$ cat src/rtl/y86_pkg.sv
// Shared Y86-64 definitions used by the writeback stage.
//   stat_t  : architectural status codes (AOK=1, HLT=2, ADR=3, INS=4)
//   icode_t : instruction codes
//   RNONE   : register index meaning "no register" at the 4-bit index width
package y86_pkg;

    typedef enum logic [2:0] {
        STAT_AOK = 3'd1,
        STAT_HLT = 3'd2,
        STAT_ADR = 3'd3,
        STAT_INS = 3'd4
    } stat_t;

    typedef enum logic [3:0] {
        ICODE_HALT   = 4'h0,
        ICODE_NOP    = 4'h1,
        ICODE_RRMOVQ = 4'h2,
        ICODE_IRMOVQ = 4'h3,
        ICODE_RMMOVQ = 4'h4,
        ICODE_MRMOVQ = 4'h5,
        ICODE_OPQ    = 4'h6,
        ICODE_JXX    = 4'h7,
        ICODE_CALL   = 4'h8,
        ICODE_RET    = 4'h9,
        ICODE_PUSHQ  = 4'hA,
        ICODE_POPQ   = 4'hB
    } icode_t;

    localparam logic [3:0] RNONE = 4'hF;

endpackage

$ cat src/rtl/wb_stat_encode.sv
// Combinational status encoder for one instruction.
// Priority: address error (fetch or data) -> ADR, then illegal -> INS,
// then halt -> HLT, otherwise AOK.
// Ports:
//   imem_error_i, dmem_error_i : address errors
//   instr_valid_i, instr_error_i : decoder legality flags
//   hlt_i : instruction is halt
//   stat_o : resulting status
module wb_stat_encode
    import y86_pkg::*;
(
    input  logic  imem_error_i,
    input  logic  dmem_error_i,
    input  logic  instr_valid_i,
    input  logic  instr_error_i,
    input  logic  hlt_i,
    output stat_t stat_o
);

    always_comb begin
        if (imem_error_i || dmem_error_i)
            stat_o = STAT_ADR;
        else if (!instr_valid_i || instr_error_i)
            stat_o = STAT_INS;
        else if (hlt_i)
            stat_o = STAT_HLT;
        else
            stat_o = STAT_AOK;
    end

endmodule

$ cat src/rtl/writeback_stage.sv
// Y86-64 writeback stage: registers one instruction per cycle from the memory
// stage, drives the E and M register-file write ports one cycle later, tracks
// the final machine status and counts retired instructions.
// Ports:
//   clk_i, rst_i            : clock, synchronous active-high reset
//   m_valid_i / wb_ready_o  : handshake with memory stage (ready only in RUN)
//   icode_i, dstE_i, dstM_i, valE_i, valM_i : instruction payload
//   instr_valid_i, instr_error_i, imem_error_i, dmem_error_i, hlt_i : status flags
//   rf_wrE_*, rf_wrM_*      : register-file write ports
//   stat_o, halted_o        : machine status, stopped indication
//   retired_cnt_o           : saturating retired-instruction count
// Optional build macro WB_FWD_EN adds fwdE_*/fwdM_* outputs that mirror the
// write ports for decode-stage forwarding.
module writeback_stage
    import y86_pkg::*;
#(
    parameter int DATA_W = 64,
    parameter int RA_W   = 4,
    parameter int CNT_W  = 32
) (
    input  logic              clk_i,
    input  logic              rst_i,
    input  logic              m_valid_i,
    output logic              wb_ready_o,
    input  logic [3:0]        icode_i,
    input  logic [RA_W-1:0]   dstE_i,
    input  logic [RA_W-1:0]   dstM_i,
    input  logic [DATA_W-1:0] valE_i,
    input  logic [DATA_W-1:0] valM_i,
    input  logic              instr_valid_i,
    input  logic              instr_error_i,
    input  logic              imem_error_i,
    input  logic              dmem_error_i,
    input  logic              hlt_i,
    output logic              rf_wrE_en_o,
    output logic [RA_W-1:0]   rf_wrE_addr_o,
    output logic [DATA_W-1:0] rf_wrE_data_o,
    output logic              rf_wrM_en_o,
    output logic [RA_W-1:0]   rf_wrM_addr_o,
    output logic [DATA_W-1:0] rf_wrM_data_o,
    output logic [2:0]        stat_o,
    output logic              halted_o,
    output logic [CNT_W-1:0]  retired_cnt_o
`ifdef WB_FWD_EN
    ,
    output logic              fwdE_valid_o,
    output logic [RA_W-1:0]   fwdE_dst_o,
    output logic [DATA_W-1:0] fwdE_val_o,
    output logic              fwdM_valid_o,
    output logic [RA_W-1:0]   fwdM_dst_o,
    output logic [DATA_W-1:0] fwdM_val_o
`endif
);

    typedef enum logic [1:0] {RUN, HALTED, FAULT} wb_state_t;

    localparam logic [RA_W-1:0] REG_NONE = {RA_W{1'b1}};

    function automatic logic [CNT_W-1:0] sat_inc(input logic [CNT_W-1:0] c);
        return (&c) ? c : c + CNT_W'(1);
    endfunction

    wb_state_t         state;
    stat_t             stat_in;
    stat_t             stat_q;
    logic              accept;
    logic              retires;
    logic              wr_ok;
    logic [CNT_W-1:0]  cnt_q;

    logic              w_vld_p1;
    stat_t             w_stat_p1;
    logic [RA_W-1:0]   w_dstE_p1;
    logic [RA_W-1:0]   w_dstM_p1;
    logic [DATA_W-1:0] w_valE_p1;
    logic [DATA_W-1:0] w_valM_p1;

    // icode does not influence writeback; kept on the port for interface symmetry
    logic unused_icode;
    assign unused_icode = ^icode_i;

    wb_stat_encode u_stat (
        .imem_error_i  (imem_error_i),
        .dmem_error_i  (dmem_error_i),
        .instr_valid_i (instr_valid_i),
        .instr_error_i (instr_error_i),
        .hlt_i         (hlt_i),
        .stat_o        (stat_in)
    );

    assign wb_ready_o = (state == RUN);
    assign accept     = m_valid_i && wb_ready_o;
    assign retires    = (stat_in == STAT_AOK) || (stat_in == STAT_HLT);

    // ---- stage boundary: memory -> W register ----
    always_ff @(posedge clk_i) begin
        if (rst_i) begin
            state     <= RUN;
            stat_q    <= STAT_AOK;
            cnt_q     <= '0;
            w_vld_p1  <= 1'b0;
            w_stat_p1 <= STAT_AOK;
            w_dstE_p1 <= REG_NONE;
            w_dstM_p1 <= REG_NONE;
            w_valE_p1 <= '0;
            w_valM_p1 <= '0;
        end else begin
            w_vld_p1 <= accept;
            if (accept) begin
                w_stat_p1 <= stat_in;
                w_dstE_p1 <= dstE_i;
                w_dstM_p1 <= dstM_i;
                w_valE_p1 <= valE_i;
                w_valM_p1 <= valM_i;
                stat_q    <= stat_in;
                if (retires)
                    cnt_q <= sat_inc(cnt_q);
                case (stat_in)
                    STAT_HLT:           state <= HALTED;
                    STAT_ADR, STAT_INS: state <= FAULT;
                    default:            state <= state;
                endcase
            end
        end
    end

    // ---- stage boundary: W register -> register file ----
    // When both destinations name the same register (popq %rsp) only M writes.
    assign wr_ok         = w_vld_p1 && (w_stat_p1 == STAT_AOK);
    assign rf_wrM_en_o   = wr_ok && (w_dstM_p1 != REG_NONE);
    assign rf_wrE_en_o   = wr_ok && (w_dstE_p1 != REG_NONE) && (w_dstE_p1 != w_dstM_p1);
    assign rf_wrE_addr_o = w_dstE_p1;
    assign rf_wrE_data_o = w_valE_p1;
    assign rf_wrM_addr_o = w_dstM_p1;
    assign rf_wrM_data_o = w_valM_p1;

    assign stat_o        = stat_q;
    assign halted_o      = (state != RUN);
    assign retired_cnt_o = cnt_q;

`ifdef WB_FWD_EN
    assign fwdE_valid_o = rf_wrE_en_o;
    assign fwdE_dst_o   = rf_wrE_addr_o;
    assign fwdE_val_o   = rf_wrE_data_o;
    assign fwdM_valid_o = rf_wrM_en_o;
    assign fwdM_dst_o   = rf_wrM_addr_o;
    assign fwdM_val_o   = rf_wrM_data_o;
`endif

endmodule
$ cat config.mk
export PLATFORM = sky130hd
export DESIGN_NAME = writeback_stage
export DESIGN_NICKNAME = d
export VERILOG_FILES = /design/src/rtl/y86_pkg.sv /design/src/rtl/wb_stat_encode.sv /design/src/rtl/writeback_stage.sv
export SDC_FILE = /design/constraint.sdc
export NUM_CORES = 1
export LEC_CHECK = 0
export BUFFER_PORTS_ARGS = -buffer_cell sky130_fd_sc_hd__clkbuf_2
export CAP_MARGIN = 20
export CORE_AREA = 2 2 126 128
export CTS_CLUSTER_DIAMETER = 40
export DETAILED_ROUTE_END_ITERATION = 7
export DIE_AREA = 0 0 128 130
export PLACE_DENSITY = 0.76
export SLEW_MARGIN = 10
export SYNTH_ARGS = -nofsm -noshare
export SYNTH_HDL_FRONTEND = slang
export SYNTH_HIERARCHICAL = 1
export SYNTH_SLANG_ARGS = --single-unit
$ cat constraint.sdc
create_clock -name clk_i -period 3.3 [get_ports clk_i]
set_clock_uncertainty 0.2 [all_clocks]
set_input_delay 0 -clock clk_i [delete_from_list [all_inputs] [get_ports clk_i]]
set_output_delay 0 -clock clk_i [all_outputs]
set_load 0.005 [all_outputs]
Word-level counts from Yosys, hierarchy flattened

Cells that the tools add are included.

Register bits: 174
Output and inout port bits: 175
Word-level logic and storage cells: 38

Add/sub/neg operators: 1
Equality and inequality tests: 8
Multiplexer cells: 4
Bitwise gates (word level): 1
Reductions and logical operators: 16

Operators with widths:

| kind                  | number |
|---|---|
| $add 32x1->32 const B | 1 |
| $reduce_and 32->1     | 1 |
| $ne 4x4->1 const B    | 2 |
| $eq 3x1->1 const B    | 2 |
| $eq 3x2->1 const B    | 2 |
| $mux 3                | 2 |
| $logic_and 1x1->1     | 5 |
| $ne 4x4->1            | 1 |
| $pmux 2 s2            | 1 |
| $reduce_bool 2->1     | 2 |
| $eq 3x3->1 const B    | 1 |
| $logic_or 1x1->1      | 3 |
| $reduce_and 3->1      | 1 |
| $logic_not 2->1       | 1 |
| $mux 2                | 1 |
| $reduce_and 2->1      | 1 |
| $reduce_or 2->1       | 1 |
| $logic_not 1->1       | 1 |
| $not 1->1             | 1 |

Logic depth before layout (Yosys ltp)

Gate-level depths: netlist (run 1).

Depth after elaboration: 8
Mapped depth: 8
Gate-level depth less buffers: 7

Modules after synthesis

The synthesis (run 1) kept the hierarchy.

By module, submodules not included:

| module          | times used | cells each | area an instance (µm²) | seq. area each (µm²) |
|---|---|---|---|---|
| writeback_stage | 1          | 822        | 6605.1                 | 3483.3 |
| wb_stat_encode  | 1          | 5          | 40.0                   | 0.0 |

Worst setup path after synthesis (run 1)

No wires, ideal clock.

Path kind: register to register
From: register cnt_q[0], in the netlist retired_cnt_o[0]
To: register cnt_q[30], in the netlist retired_cnt_o[30]
Setup time: 0.115 ns
Data arrival time: 1.962 ns
Data required time: 2.985 ns
Path slack: 1.023 ns
Stages on the path, launching flop included: 8
Period minus slack after synthesis: 2.277 ns
Path through: dfxtp_1 -> ha_1 -> and3_1 -> nand4_1 -> or4_1 -> buf_2 -> o31a_1 -> o21ba_1

Word-level cells in the longest chain between the ends: 3

Ends and longest elaborated chain:

| element                                                               | line                   | RTL |
|---|---|---|
| start, declared                                                       | writeback_stage.sv:69  | `logic [CNT_W-1:0] cnt_q;` |
| start signal, assigned                                                | writeback_stage.sv:117 | `cnt_q <= sat_inc(cnt_q);` |
| parallel branches: the longest is 3 deep, another holds $add 32x1->32 | n/a                    |  |

Parallel ways; which one is timed is not known.
A chain may end at the register's enable or synchronous reset.

Worst setup path after layout (run 1)

From: register state[1]
To: register w_valE_p1[33], in the netlist rf_wrE_data_o[33]

Word-level cells in the longest chain between the ends: 2

Ends and longest elaborated chain:

| element                | line                   | RTL |
|---|---|---|
| start, declared        | writeback_stage.sv:63  | `wb_state_t state;` |
| start signal, assigned | writeback_stage.sv:121 | `default: state <= state;` |
| $logic_not 2->1        | writeback_stage.sv:91  | `assign wb_ready_o = (state == RUN);` |
| $logic_and 1x1->1      | writeback_stage.sv:92  | `assign accept = m_valid_i && wb_ready_o;` |
| end signal, assigned   | writeback_stage.sv:113 | `w_valE_p1 <= valE_i;` |
| end, declared          | writeback_stage.sv:75  | `logic [DATA_W-1:0] w_valE_p1;` |

Every way passes these cells.

==> impl_metrics.yaml, run 1 <==
clocking:
  clk_latency_ns: 0.42
  path_clk_slew_ns: 0.08
  cts.repair.resized: 0
  htreeDepth: 4
  cts_buffers: 17
  cts-root-buf: "clkbuf_16"
  clk_path_buf_depth: 2
  tritoncts: "done"
  cts.sinks: 174
final_layout:
  syn_to_final_growth_pct: 61.3
  final_common_cell: "clkbuf_2"
  post-route-cell-area_mm2: 0.0107
  layout_common_cells: "clkbuf_2, nand2_1, dlygate4sd3_1"
  fillers: 1040
  final_nets: 1443
  regArea_mm2: 0.00348
  final_cell_count_no_fill: 1501
  drive_gt1_share_pct: 28.6
  multi_input_area_mm2: 0.00291
setup_path:
  crit_start: "state[1]$_SDFFE_PP0P_"
  crit_end: "rf_wrE_data_o[33]$_SDFFE_PP0P_"
  path_max_fanout: 49
  crit_arrival_ns: 3.00
  regToRegSetupSlack_ns: 0.41
  path_class: "reg -> reg"
  r2r-end: "rf_wrE_data_o[33]$_SDFFE_PP0P_"
  required_ns: 3.41
  reg2regPathDepth: 6
  r2r-start: "state[1]$_SDFFE_PP0P_"
  crit_path_start_kind: "register"
  end_kind: "register"
synth:
  synth.avg_cell_area_um2: 8.04
  ys_ff_latch: 174
  synth_edf_count: 0
  synth-async-reset-ratio_pct: 0
  synth.distinct_cells: 52
  yosysWarnings: 6
  synth.area.top_cells: "dfxtp_1, nand2_1, a21oi_1, clkbuf_1, nor2_1"
  yosysTopAreaCell: "dfxtp_1"
  ys.flop_type: "dfxtp_1"
  syn_area_mm2: 0.00665
  syn-instance-count: 827
  syn-num-nets: 976
  synth_top_area_share_pct: 52.4
  synth_seq_area_share_pct: 52.4
pwr:
  peakVddDrop_mv: 0.322
  power.total_mw: 5.07
  power_per_cell_area_mw_per_mm2: 474
  p_leak_nw: 4.90
detailed_routing:
  via_per_inst: 5.27
  drt_wl_total_um: 24800
  drt_iter0_drc: 531
  routedWlPerCell_um: 16.5
  first_pass_iters: 5
  drc: 0
  num_vias: 7909
  drtAntennaViolNets: 0
timing:
  hold_ws_ns: 0.122
  setup_tns_ns: 0
  fin_crit_sh_pct: 87.6
  rsz0062_at_grt: "no"
  worstMarginPinSlew_ns: 0.863
  period_needed_ns: 2.89
  slew_headroom_pct: 42.5
  hold_viol: 0
  setup_viol: 0
  fmax_mhz: 346
  slew_violations: 0
die:
  fp.dieArea_mm2: 0.0166
  core_area_mm2: 0.0154
  die_x_um: 128
  io_pins: 323
  die-height_um: 130
  initial_utilization_pct: 43.1
  rows: 46
global_route:
  grt_antenna_before_repair: 1
  grt_max_degree: 91
  grt_pass1_vias: 7553
  grt_pass1_wl_um: 37600
  grt_usage_pct: 28.5
  grt-ovfl-total: 0
job:
  drv_cap: 0
place:
  gp_congestion: 0.777
  portBuffers: 318
  hpwl_um: 13100
  dp.cells: 1287
  placed_area_mm2: 0.00835
worst_hold_path:
  hold_depth: 5
  hold_class: "in -> reg"
status:
  status: "finished, final reports clean"
-- worst min path at each step --
stage / startpoint / endpoint / slack, ns
after floorplan: dstE_i[3] / rf_wrE_addr_o[3]$_SDFFE_PP1P_ / -0.08
after global placement: dstM_i[2] / rf_wrM_addr_o[2]$_SDFFE_PP1P_ / 0.01
after CTS: instr_error_i / state[0]$_SDFFE_PP0P_ / 0.04
final: instr_valid_i / state[0]$_SDFFE_PP0P_ / 0.12
after detailed placement: dstM_i[1] / rf_wrM_addr_o[1]$_SDFFE_PP1P_ / 0.02
after global routing: instr_valid_i / state[0]$_SDFFE_PP0P_ / 0.15
-- layout make-up --
class / count / area share (%)
flip-flops and latches: 174 / 32.5
clock inverters: 13 / 1.21
well taps: 192 / 2.24
inverters: 7 / 0.245
diodes: 3 / 0.0701
repair buffers: 505 / 32.5
multi-input cells: 589 / 27.2
clock buffers: 18 / 4.00
-- cell usage after synthesis, drive strengths merged, types with 2 or more instances --
library cell / n
o21ai: 7
nor2: 25
or4: 4
xor2: 5
and4: 7
a2111oi: 4
nand4: 5
and2: 3
or3: 8
xnor2: 9
o31ai: 3
inv: 7
nand3b: 10
a31oi: 4
a21oi: 144
and3: 6
dfxtp: 174
nand2: 293
nand3: 10
a211o: 2
clkbuf: 52
nor3: 4
mux2: 7
buf: 5
nor2b: 8
nor4: 3
-- power by group --
part / switching (mW) / internal (mW) / leakage [nW]
clock: 0.888 / 1.05 / 0.266
combinational: 0.423 / 0.404 / 3.20
sequential: 0.0798 / 2.23 / 1.43
-- flip-flops by register name (all words and copies together) (netlist names) --
| name | count |
|---|---|
| rf_wrE_data_o | 64 |
| rf_wrM_data_o | 64 |
| retired_cnt_o | 32 |
| rf_wrE_addr_o | 4 |
| rf_wrM_addr_o | 4 |
| w_stat_p1 | 3 |
| state | 2 |
| w_vld_p1 | 1 |
-- through the flow --
stage / utilization [%] / worst slack (ns)
global placement: 54.1 / 0.898
global route: 69.4 / 0.287
CTS: 69.4 / 0.482
detailed placement: 54.1 / 0.838
floorplan: - / 1.02
finish: 69.5 / 0.410
-- metal layers --
layer  wire length (um)  part of all wire [%]  track usage [%]
met5                  0                     0             1.47
met4               1410                   5.7             17.5
met3               2180                   8.8             9.64
met2              11700                    47             46.6
met1               9470                    38             32.2
-- kinds of logic after synthesis --
group           synth area share, %
mux                            1.34
flops                          52.4
compound gates                 14.4
buf+inv                        3.88
fa+ha+maj                     0.188
simple gates                   25.8
xor+xnor                       1.96
-- worst max-delay path, stage by stage, from the launching register on --
cell	delay, ns
dfxtp_1	0.35
nor2_1	0.49
nand2_4	0.48
buf_4	0.41
nand2_1	0.12
a21oi_1	0.08
dlygate4sd3_1	0.63
-- timing repair --
item / CTS / global route
buffers inserted: 0 / 0
endpoints found under the hold margin: 158 / 0
hold buffers: 180 / 0
Power figures use the tool's default switching activity.
==> inputs of run 2 (changes only) <==
Settings changed: PLACE_DENSITY 0.76 to 0.83.
==> run 2 against run 1 <==
Effect of this change: global-route usage is 2.4 points higher; clock power is 4% higher; design area rose by 1.6%; largest power group unchanged; critical endpoint is now state[0]$_SDFFE_PP0P_; cell count is 1.0% higher; critical path type is now in -> reg; maximum frequency is 9.9% higher; routed wire length rose by 5.8%; register-to-register slack better by 0.36 ns; combinational power up 3.3%; sequential power hardly changed.
==> impl_metrics.yaml, run 2 (synthesis gave the netlist of run 1 again) <==
die:
  die_x_um: 128
  rows: 46
  initial_utilization_pct: 43.1
  fp.dieArea_mm2: 0.0166
  die-height_um: 130
  io_pins: 323
  core_area_mm2: 0.0154
global_route:
  grt-ovfl-total: 0
  grt_usage_pct: 30.9
  grt_pass1_wl_um: 40500
  grt_antenna_before_repair: 2
  grt_max_degree: 141
  grt_pass1_vias: 8036
final_layout:
  final_nets: 1458
  drive_gt1_share_pct: 28.4
  final_common_cell: "clkbuf_2"
  syn_to_final_growth_pct: 63.8
  final_cell_count_no_fill: 1516
  post-route-cell-area_mm2: 0.0109
  layout_common_cells: "clkbuf_2, nand2_1, dlygate4sd3_1"
timing:
  fin_crit_sh_pct: 79.7
  rsz0062_at_grt: "no"
  hold_viol: 0
  worstMarginPinSlew_ns: 0.824
  period_needed_ns: 2.63
  slew_violations: 0
  slew_headroom_pct: 45.0
  fmax_mhz: 380
  setup_tns_ns: 0
  setup_viol: 0
status:
  status: "finished, final reports clean"
setup_path:
  reg2regPathDepth: 6
  worst-path-buf-inv: 4
  required_ns: 3.41
  crit_path_top_delay_cell: "dlygate4sd3_1"
  slowest_delay_ns: 0.69
  crit_path_cell_trace: "dlygate4sd3_1 > clkbuf_2 > nor3_1 > dlygate4sd3_1 > nor2_1 > a31oi_1 > nor2_1 > dlygate4sd3_1"
  crit_arrival_ns: 2.73
  path_max_fanout: 3
  path_class: "in -> reg"
  regToRegSetupSlack_ns: 0.77
  r2r-end: "retired_cnt_o[30]$_SDFFE_PP0P_"
  cpLargestDelayFamily: "buffers and inverters"
  end_kind: "register"
  crit_path_start_kind: "input pin"
  r2r-start: "retired_cnt_o[0]$_SDFFE_PP0P_"
  crit_path_frequent_cell: "dlygate4sd3_1"
pwr:
  peakVddDrop_mv: 0.321
  power_per_cell_area_mw_per_mm2: 476
  p_leak_nw: 4.93
clocking:
  cts_buffers: 17
  cts.repair.resized: 0
  postCtsHoldBufs: 194
  clk_path_buf_depth: 2
  cts-root-buf: "clkbuf_16"
  cts_setup_buffers: 0
  cts.sinks: 174
  clk_latency_ns: 0.42
  htreeDepth: 4
  tritoncts: "done"
  path_clk_slew_ns: 0.07
detailed_routing:
  routedWlPerCell_um: 17.3
  drt_iter0_drc: 734
  drc: 0
  via_per_inst: 5.35
  num_vias: 8108
  drt_wl_total_um: 26200
  first_pass_iters: 6
  drtAntennaViolNets: 0
place:
  placed_area_mm2: 0.00836
  portBuffers: 318
  dp.cells: 1288
  hpwl_um: 12900
  gp_congestion: 0.803
worst_hold_path:
  hold_depth: 4
  worstHoldStart: "valM_i[63]"
  min_to: "rf_wrM_data_o[63]$_SDFFE_PP0P_"
  hold_class: "in -> reg"
job:
  drv_cap: 0
## run 2: cell types whose count changed in the layout (fill, tap and decap cells not counted), sizes merged
cell,change
dlygate4sd3,+14
clkinvlp,-1
inv,+2
diode,-1
clkinv,-2
clkbuf,+2
buf,+1
## run 2: metal layers
metal	wire, um	track usage [%]
met1	9640	33.2
met2	13200	52.6
met3	2040	11.1
met4	1410	18.2
met5	0	0
## run 2: final cells by class
class,count,area [um^2]
Fill cell,998,4540
Timing Repair Buffer,520,3630
Sequential cell,174,3480
Multi-Input combinational cell,589,2910
Clock buffer,20,457
Tap cell,192,240
Clock inverter,12,125
Inverter,7,26.3
Antenna cell,2,5.00
## run 2: worst max-delay path by stage
stage,start,cells after the start,to,slack [ns]
after floorplan,retired_cnt_o[0]$_SDFFE_PP0P_,7,retired_cnt_o[30]$_SDFFE_PP0P_,1.02
after global placement,instr_valid_i,8,retired_cnt_o[21]$_SDFFE_PP0P_,0.87
after detailed placement,retired_cnt_o[0]$_SDFFE_PP0P_,6,retired_cnt_o[28]$_SDFFE_PP0P_,0.79
after CTS,retired_cnt_o[0]$_SDFFE_PP0P_,6,retired_cnt_o[28]$_SDFFE_PP0P_,0.79
after global routing,retired_cnt_o[0]$_SDFFE_PP0P_,6,retired_cnt_o[26]$_SDFFE_PP0P_,0.61
final,imem_error_i,8,state[0]$_SDFFE_PP0P_,0.67
## run 2: through the flow
step / utilization, % / setup WS (ns) / power, mW / hold WS [ns]
2_1_floorplan: - / 1.02 / 2.64 / -0.0760
3_3_place_gp: 54.2 / 0.871 / 2.92 / 0.0116
3_5_place_dp: 54.2 / 0.790 / 2.94 / 0.0196
4_1_cts: 70.5 / 0.788 / 5.13 / 0.0568
5_1_grt: 70.5 / 0.608 / 5.38 / 0.136
6_report: 70.6 / 0.671 / 5.18 / 0.145
## run 2: tightest hold or removal path, stage by stage
cell and delay [ns]:
dlygate4sd3_1 0.53, clkbuf_2 0.10, nand2_1 0.04, a21oi_1 0.05
## run 2: power by group
| part | leakage [nW] | switching, mW | internal, mW |
|---|---|---|---|
| registers | 1.43 | 0.0877 | 2.23 |
| logic | 3.22 | 0.436 | 0.420 |
| clock network | 0.283 | 0.907 | 1.11 |
| total | 4.93 | 1.43 | 3.75 |
